===== src/rtl/pcie_rx_sync_ctrl.sv =====
// ---------------------------------------------------------------------------
// pcie_rx_sync_ctrl
//
// Per-lane receive symbol-lock controller placed directly after the PCIe
// 10b-to-8b decoder. It closes the running-disparity loop back into the
// decoder, runs a comma-based lock state machine with error hysteresis,
// forwards decoded symbols downstream only while locked, and keeps a
// saturating count of errored symbols.
//
// Ports:
//   clk           symbol clock
//   rst           asynchronous active-high reset
//   sym_valid     decoder outputs valid this cycle
//   dec_data      decoder data_out
//   dec_datak     decoder datak_out
//   dec_disp_out  decoder running disparity after the symbol
//   dec_disp_err  decoder disparity error
//   dec_code_err  decoder code error
//   cnt_clr       synchronous clear of err_cnt (acts on valid symbols)
//   rd_out        registered running disparity, drives decoder disp_in (0 = RD-)
//   sync_ok       lane locked
//   state_out     00 LOS, 01 ACQ, 10 SYNC
//   out_valid     forwarded symbol valid
//   out_data      forwarded symbol data
//   out_datak     forwarded K flag
//   out_err       forwarded symbol had a code or disparity error
//   err_cnt       saturating count of errored symbols
//
// Optional feature macro: PCIEXP_SKP_DROP_EN
//   When defined, clean K28.0 (SKP) symbols received while locked are not
//   forwarded. They still update rd_out and still count as clean symbols
//   for the bad-symbol hysteresis.
// ---------------------------------------------------------------------------
module pcie_rx_sync_ctrl #(
    parameter int COMMA_CNT = 4,
    parameter int BAD_MAX   = 4,
    parameter int GOOD_RUN  = 4,
    parameter int ERR_CNT_W = 16
) (
    input  logic                 clk,
    input  logic                 rst,
    input  logic                 sym_valid,
    input  logic [7:0]           dec_data,
    input  logic                 dec_datak,
    input  logic                 dec_disp_out,
    input  logic                 dec_disp_err,
    input  logic                 dec_code_err,
    input  logic                 cnt_clr,
    output logic                 rd_out,
    output logic                 sync_ok,
    output logic [1:0]           state_out,
    output logic                 out_valid,
    output logic [7:0]           out_data,
    output logic                 out_datak,
    output logic                 out_err,
    output logic [ERR_CNT_W-1:0] err_cnt
);

    typedef enum logic [1:0] {
        ST_LOS  = 2'b00,
        ST_ACQ  = 2'b01,
        ST_SYNC = 2'b10
    } state_t;

    localparam logic [3:0] COMMA_LIM = 4'(COMMA_CNT);
    localparam logic [3:0] BAD_LIM   = 4'(BAD_MAX);
    localparam logic [3:0] GOOD_LIM  = 4'(GOOD_RUN);

    state_t     state;
    logic [3:0] comma_cnt;
    logic [3:0] bad_cnt;
    logic [3:0] good_cnt;

    logic err;
    logic comma;
    logic fwd;

    // Saturating increment: the statistic sticks at all-ones instead of wrapping.
    function automatic logic [ERR_CNT_W-1:0] sat_inc(input logic [ERR_CNT_W-1:0] v);
        return (&v) ? v : v + ERR_CNT_W'(1);
    endfunction

    assign err   = dec_code_err | dec_disp_err;
    assign comma = dec_datak & (dec_data == 8'hBC) & ~err;

    // Forwarding decision uses the state before this symbol's update, so the
    // comma that completes acquisition is not forwarded while the error that
    // breaks lock still is.
`ifdef PCIEXP_SKP_DROP_EN
    logic skp;
    assign skp = dec_datak & (dec_data == 8'h1C) & ~err;
    assign fwd = (state == ST_SYNC) & ~skp;
`else
    assign fwd = (state == ST_SYNC);
`endif

    assign state_out = state;

    // Stage boundary: decoder outputs -> registered lock state and forwarded symbol.
    always_ff @(posedge clk or posedge rst) begin
        if (rst) begin
            state     <= ST_LOS;
            comma_cnt <= 4'd0;
            bad_cnt   <= 4'd0;
            good_cnt  <= 4'd0;
            rd_out    <= 1'b0;
            sync_ok   <= 1'b0;
            out_valid <= 1'b0;
            out_data  <= 8'h00;
            out_datak <= 1'b0;
            out_err   <= 1'b0;
            err_cnt   <= '0;
        end else begin
            out_valid <= 1'b0;
            if (sym_valid) begin
                // Disparity follows every symbol, errored or not, in all states.
                rd_out    <= dec_disp_out;
                out_valid <= fwd;
                out_data  <= dec_data;
                out_datak <= dec_datak;
                out_err   <= err;

                if (cnt_clr)
                    err_cnt <= err ? ERR_CNT_W'(1) : '0;
                else if (err)
                    err_cnt <= sat_inc(err_cnt);

                case (state)
                    ST_LOS: begin
                        if (comma) begin
                            state     <= ST_ACQ;
                            comma_cnt <= 4'd1;
                        end
                    end

                    ST_ACQ: begin
                        if (err) begin
                            state     <= ST_LOS;
                            comma_cnt <= 4'd0;
                        end else if (comma) begin
                            comma_cnt <= comma_cnt + 4'd1;
                            if (comma_cnt + 4'd1 == COMMA_LIM) begin
                                state    <= ST_SYNC;
                                sync_ok  <= 1'b1;
                                bad_cnt  <= 4'd0;
                                good_cnt <= 4'd0;
                            end
                        end
                    end

                    ST_SYNC: begin
                        if (err) begin
                            good_cnt <= 4'd0;
                            if (bad_cnt + 4'd1 == BAD_LIM) begin
                                state     <= ST_LOS;
                                sync_ok   <= 1'b0;
                                comma_cnt <= 4'd0;
                                bad_cnt   <= 4'd0;
                            end else begin
                                bad_cnt <= bad_cnt + 4'd1;
                            end
                        end else begin
                            // A full run of clean symbols pays back one bad-symbol credit.
                            if (good_cnt + 4'd1 == GOOD_LIM) begin
                                good_cnt <= 4'd0;
                                if (bad_cnt != 4'd0)
                                    bad_cnt <= bad_cnt - 4'd1;
                            end else begin
                                good_cnt <= good_cnt + 4'd1;
                            end
                        end
                    end

                    default: begin
                        state     <= ST_LOS;
                        sync_ok   <= 1'b0;
                        comma_cnt <= 4'd0;
                        bad_cnt   <= 4'd0;
                        good_cnt  <= 4'd0;
                    end
                endcase
            end
        end
    end

endmodule


===== config.mk =====
export PLATFORM = sky130hd
export DESIGN_NAME = pcie_rx_sync_ctrl
export DESIGN_NICKNAME = d
export VERILOG_FILES = /design/src/rtl/pcie_rx_sync_ctrl.sv
export SDC_FILE = /design/constraint.sdc
export NUM_CORES = 1
export LEC_CHECK = 0
export BUFFER_PORTS_ARGS = -buffer_cell sky130_fd_sc_hd__buf_4
export CORE_ASPECT_RATIO = 2
export CORE_MARGIN = 5
export CORE_UTILIZATION = 55
export DETAILED_ROUTE_END_ITERATION = 10
export MAX_ROUTING_LAYER = met4
export PLACE_DENSITY = 0.77
export SLEW_MARGIN = 20
export SYNTH_ARGS = -nofsm -noshare
export SYNTH_HDL_FRONTEND = slang
export SYNTH_SLANG_ARGS = --single-unit
export TNS_END_PERCENT = 5

===== constraint.sdc =====
create_clock -name clk -period 2.4 [get_ports clk]
set_clock_uncertainty 0.1 [all_clocks]
set_input_delay 0.48 -clock clk [delete_from_list [all_inputs] [get_ports clk]]
set_output_delay 0.48 -clock clk [all_outputs]
set_load 0.03 [all_outputs]

# Yosys cells after proc, flatten, opt, wreduce, memory -nomap -nowiden
# Index checks and enable logic that the tools add are counted.
# word_totals
reg_bits	43
in_bits	16
out_inout_bits	31
word_cells	83
# op_classes
n_addsub	5
eq_ne	17
n_mux	35
n_bitwise	5
n_reduce_logical	10
# ops
op	n
4-bit two-way mux	14
16-bit two-way mux	3
4-bit case mux with 3 select lines	3
16-bit by 1-bit adder with 16-bit output, second input constant	1
16-bit AND reduction	1
7-bit AND reduction	2
4-bit by 1-bit adder with 4-bit output, second input constant	3
4-bit by 3-bit equality test with 1-bit output, second input constant	3
2-bit two-way mux	6
2-bit inequality test, second input constant	6
5-bit AND reduction	2
8-bit equality test, second input constant	1
1-bit two-way mux	7
3-bit by 2-bit inequality test with 1-bit output, second input constant	2
3-bit inequality test, second input constant	2
2-bit case mux with 3 select lines	1
6-bit AND reduction	1
4-bit nonzero test	1
4-bit by 1-bit subtractor with 4-bit output, second input constant	1
1-bit case mux with 3 select lines	1
3-bit AND reduction	1
1-bit bitwise AND	2
2-bit by 1-bit equality test with 1-bit output, second input constant	1
2-bit equality test, second input constant	1
5 further kinds	6

# Longest topological paths before layout
# depth
word_depth	6
depth_mapped	6
depth_no_buf	6

# Worst setup path before layout
# Ideal clock, no wire load.
# synth_timing
path_kind	in2reg
startpoint	in dec_data[0]
endpoint	reg good_cnt[1]
setup_time_ns	0.127
t_arrival_ns	2.002
t_required_ns	2.173
setup_slack_ns	0.170
cell_stages	5
path_buffers	0
cell_sequence	or3b_4 -> or4_4 -> nor3_1 -> a31o_2 -> mux2_1
# synth_via
elab_chain_len	5
# synth_rtl
element	line_no	source
start, declared	43	input logic [7:0] dec_data,
8-bit equality test	84	assign comma = dec_datak & (dec_data == 8'hBC) & ~err;
1-bit bitwise AND (2 in series)	84	
2-bit inequality test (no source line)	-	
5-bit AND reduction (no source line)	-	
end signal, assigned	169	good_cnt <= good_cnt + 4'd1;
end, declared	72	logic [3:0] good_cnt;
# Every way passes these cells.
# A chain may end at the register's enable or synchronous reset.

# Worst setup path after layout
# layout_timing
startpoint	reg comma_cnt[0]
endpoint	reg bad_cnt[0]
# layout_via
elab_chain_len	4
# layout_rtl
element	line_no	source
start, declared	70	logic [3:0] comma_cnt;
start signal, assigned	141	comma_cnt <= comma_cnt + 4'd1;
4-bit by 1-bit adder with 4-bit output	142	if (comma_cnt + 4'd1 == COMMA_LIM) begin
4-bit by 3-bit equality test with 1-bit output	142	
2-bit inequality test (no source line)	-	
7-bit AND reduction (no source line)	-	
end signal, assigned	160	bad_cnt <= bad_cnt + 4'd1;
end signal, assigned	167	bad_cnt <= bad_cnt - 4'd1;
end, declared	71	logic [3:0] bad_cnt;
# Every way passes these cells.

==> run metrics <==
clock transition at the register clock pins on the worst setup and hold paths after CTS=about 0.090 ns; RSZ-0062 raised after global routing=no; startpoint class of the critical path=flip-flop; Crit path required time=2.50 ns; net count after synthesis=between 200 and 300; maximum buffer depth of the clock tree=2; total iterations of the first detailed-routing run=4; Post-Syn Area per Cell=about 9.7 µm²; grt met1 use=0.2143; Seq pwr share=0.530; die span in x=~57 µm; number of levels the H-tree was split into=2; run status=finished, final reports clean; Post-CTS Repair Setup Buffers=0; Setup WS pre-CTS=-0.0005653 ns; count of cells along the worst register-to-register path=6; part of the power in the clock network=0.314; transition time at the pin with the least slew margin=roughly 0.56 ns; Filler cells=between 300 and 400; net switching power figure=between 400 and 500 µW; number of clock buffers inserted by TritonCTS=5; number of diodes=0; Maximum Capacitance Violations=0; Worst VDD drop=around 0.00043 V; Die Span Y=103.2 µm; share of final-layout standard cells stronger than drive strength 1=0.2987; post-synthesis register bit count=43; Distinct cells, synth=52; number of warnings issued by yosys=0; category of the most critical setup path=reg -> reg; setup total negative slack=0 ns; detail-routed via count per cell=about 5.8; Async SR Flop Fraction=1.000; count of port buffers added during placement=46; portion of total power attributed to combinational logic=0.156; number of clock sinks=43; P_leak=approximately 1.3 nW; synthesis-to-layout area growth=24.55%; most heavily used metal layer in global routing=met2; smallest setup slack after layout=between 0.15 and 0.2 ns; die area=0.005843 mm²; initial antenna violation count=0; detailed placement HPWL=between 4 and 5 mm; met2 GRT Util=0.4394; post-synthesis instance area=0.002390 mm²; synthesized instance count=roughly 250; reg-to-reg slack, setup=0.19 ns; drt first-iter violations=75; number of buffers inserted for hold repair after clock tree synthesis=0; number of gates given a new drive strength after cts=0; Floorplan Core Area=0.004297 mm²; average routed wire per standard cell=around 17 µm; Initial Utilization=0.5562; share of the yosys chip area belonging to registers=0.4503; number of standard-cell rows in the floorplan=34; arrival time at the worst endpoint=between 2 and 2.5 ns; post-route minimum period=between 2 and 2.5 ns; cell with the largest stage delay on the worst path=sky130_fd_sc_hd__or4_4; Power, Total=1.462 mW; total count of max-transition violations in the final report=0; internal cell power=between 1 and 1.5 mW; proportion of total power due to net switching=0.2864; io pins=47; max incr delay on CP=about 0.54 ns; biggest area consumer among synthesized cells=sky130_fd_sc_hd__dfrtp_1; Final Non-Filler Cells=362; termination of the worst setup path=bad_cnt[0]$_DFFE_PP0P_; pin count of the biggest net entering global routing=between 40 and 50; combined global-route utilization of all metal layers=0.2287; routed vias=around 2.1k; final wirelength=just over 6 mm; met3 routing resource usage after global routing=0.03602; count of unresolved DRC violations after routing=0; number of nets with antenna violations after detailed routing=0; type of the worst min-delay path=in -> async; most frequently used flop master after synthesis=sky130_fd_sc_hd__dfrtp_1; final weighted congestion in routability-driven placement=around 0.9; final global-route overflow total=0; RR Startpoint=comma_cnt[0]$_DFFE_PP0P_; TritonCTS clock tree=built; CP Max Fanout=7; power density normalized to cell area=491.1 mW/mm²; clock network latency to the later pin of the worst-skew pair=around 0.30 ns; highest clock frequency the design can meet=452.8 MHz; cell at the root of the clock tree=sky130_fd_sc_hd__clkbuf_8; Period Utilization, post-route=0.9202; worst r2r dst=bad_cnt[0]$_DFFE_PP0P_; nets@finish=330; cells along the critical path=ha_1, inv_1, or4_4, nor4_4, nor2_2, mux2_4; number of cells after detailed placement=approximately 350; Critical Path Sink Type=flip-flop; Final Hold Violating Endpoints=0; fraction of post-synthesis cell area in the top cell type by area=0.4503; number of synthesized flops with an enable pin=0; utilization of the core after routing=0.6928; leading cell types by total area after synthesis=sky130_fd_sc_hd__dfrtp_1, sky130_fd_sc_hd__mux2_2, sky130_fd_sc_hd__xnor2_1, sky130_fd_sc_hd__ha_1, sky130_fd_sc_hd__nand2_1; Crit. Startpoint=comma_cnt[0]$_DFFE_PP0P_; Slew HR=0.6272; wire length of the first global-routing pass=9.970 mm; number of global-route vias before repair=2141; number of endpoints failing setup at the final stage=0
[layout by cell type (no fill, tap or decap), types with 2 or more instances in the layout]
| master | netlist | final |
|---|---|---|
| sky130_fd_sc_hd__nor4b_1 | 3 | 3 |
| sky130_fd_sc_hd__o21ai_0 | 13 | 13 |
| sky130_fd_sc_hd__and3_1 | 3 | 3 |
| sky130_fd_sc_hd__nand2_1 | 23 | 23 |
| sky130_fd_sc_hd__nor3_1 | 8 | 8 |
| sky130_fd_sc_hd__and2_1 | 7 | 7 |
| sky130_fd_sc_hd__clkbuf_8 | 0 | 5 |
| sky130_fd_sc_hd__ha_1 | 7 | 7 |
| sky130_fd_sc_hd__o31a_1 | 2 | 2 |
| sky130_fd_sc_hd__nor2_1 | 19 | 19 |
| sky130_fd_sc_hd__a31oi_1 | 3 | 3 |
| sky130_fd_sc_hd__nand3_1 | 10 | 10 |
| sky130_fd_sc_hd__or3_1 | 2 | 2 |
| sky130_fd_sc_hd__o31ai_1 | 2 | 2 |
| sky130_fd_sc_hd__clkinv_2 | 0 | 3 |
| sky130_fd_sc_hd__a211oi_1 | 5 | 5 |
| sky130_fd_sc_hd__a21o_1 | 5 | 5 |
| sky130_fd_sc_hd__dfrtp_1 | 43 | 43 |
| sky130_fd_sc_hd__nand2b_1 | 3 | 3 |
| sky130_fd_sc_hd__xnor2_1 | 11 | 11 |
| sky130_fd_sc_hd__a21oi_1 | 9 | 9 |
| sky130_fd_sc_hd__nor2b_1 | 3 | 3 |
| sky130_fd_sc_hd__mux2_2 | 10 | 10 |
| sky130_fd_sc_hd__mux2_4 | 2 | 2 |
| sky130_fd_sc_hd__nand4_1 | 2 | 2 |
| sky130_fd_sc_hd__inv_1 | 11 | 10 |
| sky130_fd_sc_hd__a31o_2 | 2 | 2 |
| sky130_fd_sc_hd__buf_4 | 0 | 62 |
| sky130_fd_sc_hd__nor4_1 | 6 | 6 |
[power by group through the flow]
stage	sequential [mW]	clock [mW]	combinational, mW
floorplan	0.842	0	0.0765
global placement	0.788	0	0.225
detailed placement	0.789	0	0.230
CTS	0.775	0.470	0.231
global route	0.780	0.498	0.247
finish	0.775	0.459	0.228
[area by class of cell]
| class | instances | area [µm²] | share of cell area |
|---|---|---|---|
| inverters | 11 | 41.29 | 0.01387 |
| clock inverters | 3 | 15.01 | 0.005044 |
| repair buffers | 62 | 465.4 | 0.1564 |
| clock buffers | 5 | 68.82 | 0.02312 |
| well taps | 54 | 67.56 | 0.02270 |
| flip-flops and latches | 43 | 1076 | 0.3615 |
| multi-input cells | 184 | 1242 | 0.4174 |
[Yosys cell counts (2+ instances only)]
master	instances
sky130_fd_sc_hd__ha_1	7
sky130_fd_sc_hd__dfrtp_1	43
sky130_fd_sc_hd__a21o_1	5
sky130_fd_sc_hd__a21oi_1	9
sky130_fd_sc_hd__nor3_1	8
sky130_fd_sc_hd__nor2_1	19
sky130_fd_sc_hd__nand2b_1	3
sky130_fd_sc_hd__nand2_1	23
sky130_fd_sc_hd__mux2_2	10
sky130_fd_sc_hd__or3_1	2
sky130_fd_sc_hd__nand4_1	2
sky130_fd_sc_hd__a31oi_1	3
sky130_fd_sc_hd__nor4b_1	3
sky130_fd_sc_hd__and3_1	3
sky130_fd_sc_hd__and2_1	7
sky130_fd_sc_hd__clkbuf_1	7
sky130_fd_sc_hd__a211oi_1	5
sky130_fd_sc_hd__xnor2_1	11
sky130_fd_sc_hd__nor2b_1	3
sky130_fd_sc_hd__a31o_2	2
sky130_fd_sc_hd__o31ai_1	2
sky130_fd_sc_hd__o21ai_0	13
sky130_fd_sc_hd__nor4_1	6
sky130_fd_sc_hd__o31a_1	2
sky130_fd_sc_hd__nand3_1	10
sky130_fd_sc_hd__inv_1	11
sky130_fd_sc_hd__mux2_4	2
[state kept, by name (all words and copies together), names as in the netlist]
signal and count:
sync_ok 1, out_err 1, comma_cnt 4, out_valid 1, out_datak 1, rd_out 1, bad_cnt 4, err_cnt 16
out_data 8, state_out 2, good_cnt 4
[logic make-up (layout without fill, tap and decap cells)]
family | Yosys count | after routing | share of synthesized area
and+or+nand+nor | 103 | 103 | 0.2393
AOI/OAI and AO/OA | 49 | 49 | 0.1351
muxes | 14 | 14 | 0.06859
buffers and inverters | 19 | 81 | 0.02984
xor gates and xnor gates | 11 | 11 | 0.04031
adders and majority gates | 7 | 7 | 0.03665
DFF | 43 | 43 | 0.4503
[critical path: cells and delay by family (launching register included)]
| family | cells | cell delay [ns] |
|---|---|---|
| buf+inv | 1 | 0.04 |
| flops | 1 | 0.47 |
| fa+ha+maj | 1 | 0.19 |
| mux | 1 | 0.31 |
| simple gates | 3 | 1.00 |
[layer usage]
layer,wire length [µm],share of wire
met1,2080,0.34
met3,281,0.046
met5,0,0
met2,3530,0.58
met4,203,0.033
[per-stage QoR]
step	hold WS [ns]	area (µm²)
3_3_place_gp	0.3906	2893
5_1_grt	0.2551	2977
3_5_place_dp	0.3979	2893
2_1_floorplan	0.3700	2390
6_report	0.1990	2977
4_1_cts	0.2253	2977
[worst min path at each step]
stage	from	slack [ns]	endpoint	depth (start not counted)
after floorplan	comma_cnt[3]$_DFFE_PP0P_	0.37	comma_cnt[3]$_DFFE_PP0P_	1
after global placement	out_data[5]$_DFFE_PP0P_	0.39	out_data[5]$_DFFE_PP0P_	1
after detailed placement	out_data[5]$_DFFE_PP0P_	0.40	out_data[5]$_DFFE_PP0P_	1
after CTS	rst	0.23	err_cnt[1]$_DFFE_PP0P_	3
after global routing	rst	0.26	err_cnt[3]$_DFFE_PP0P_	3
final	rst	0.20	good_cnt[2]$_DFFE_PP0P_	3
(Power assumes the default switching activity.)
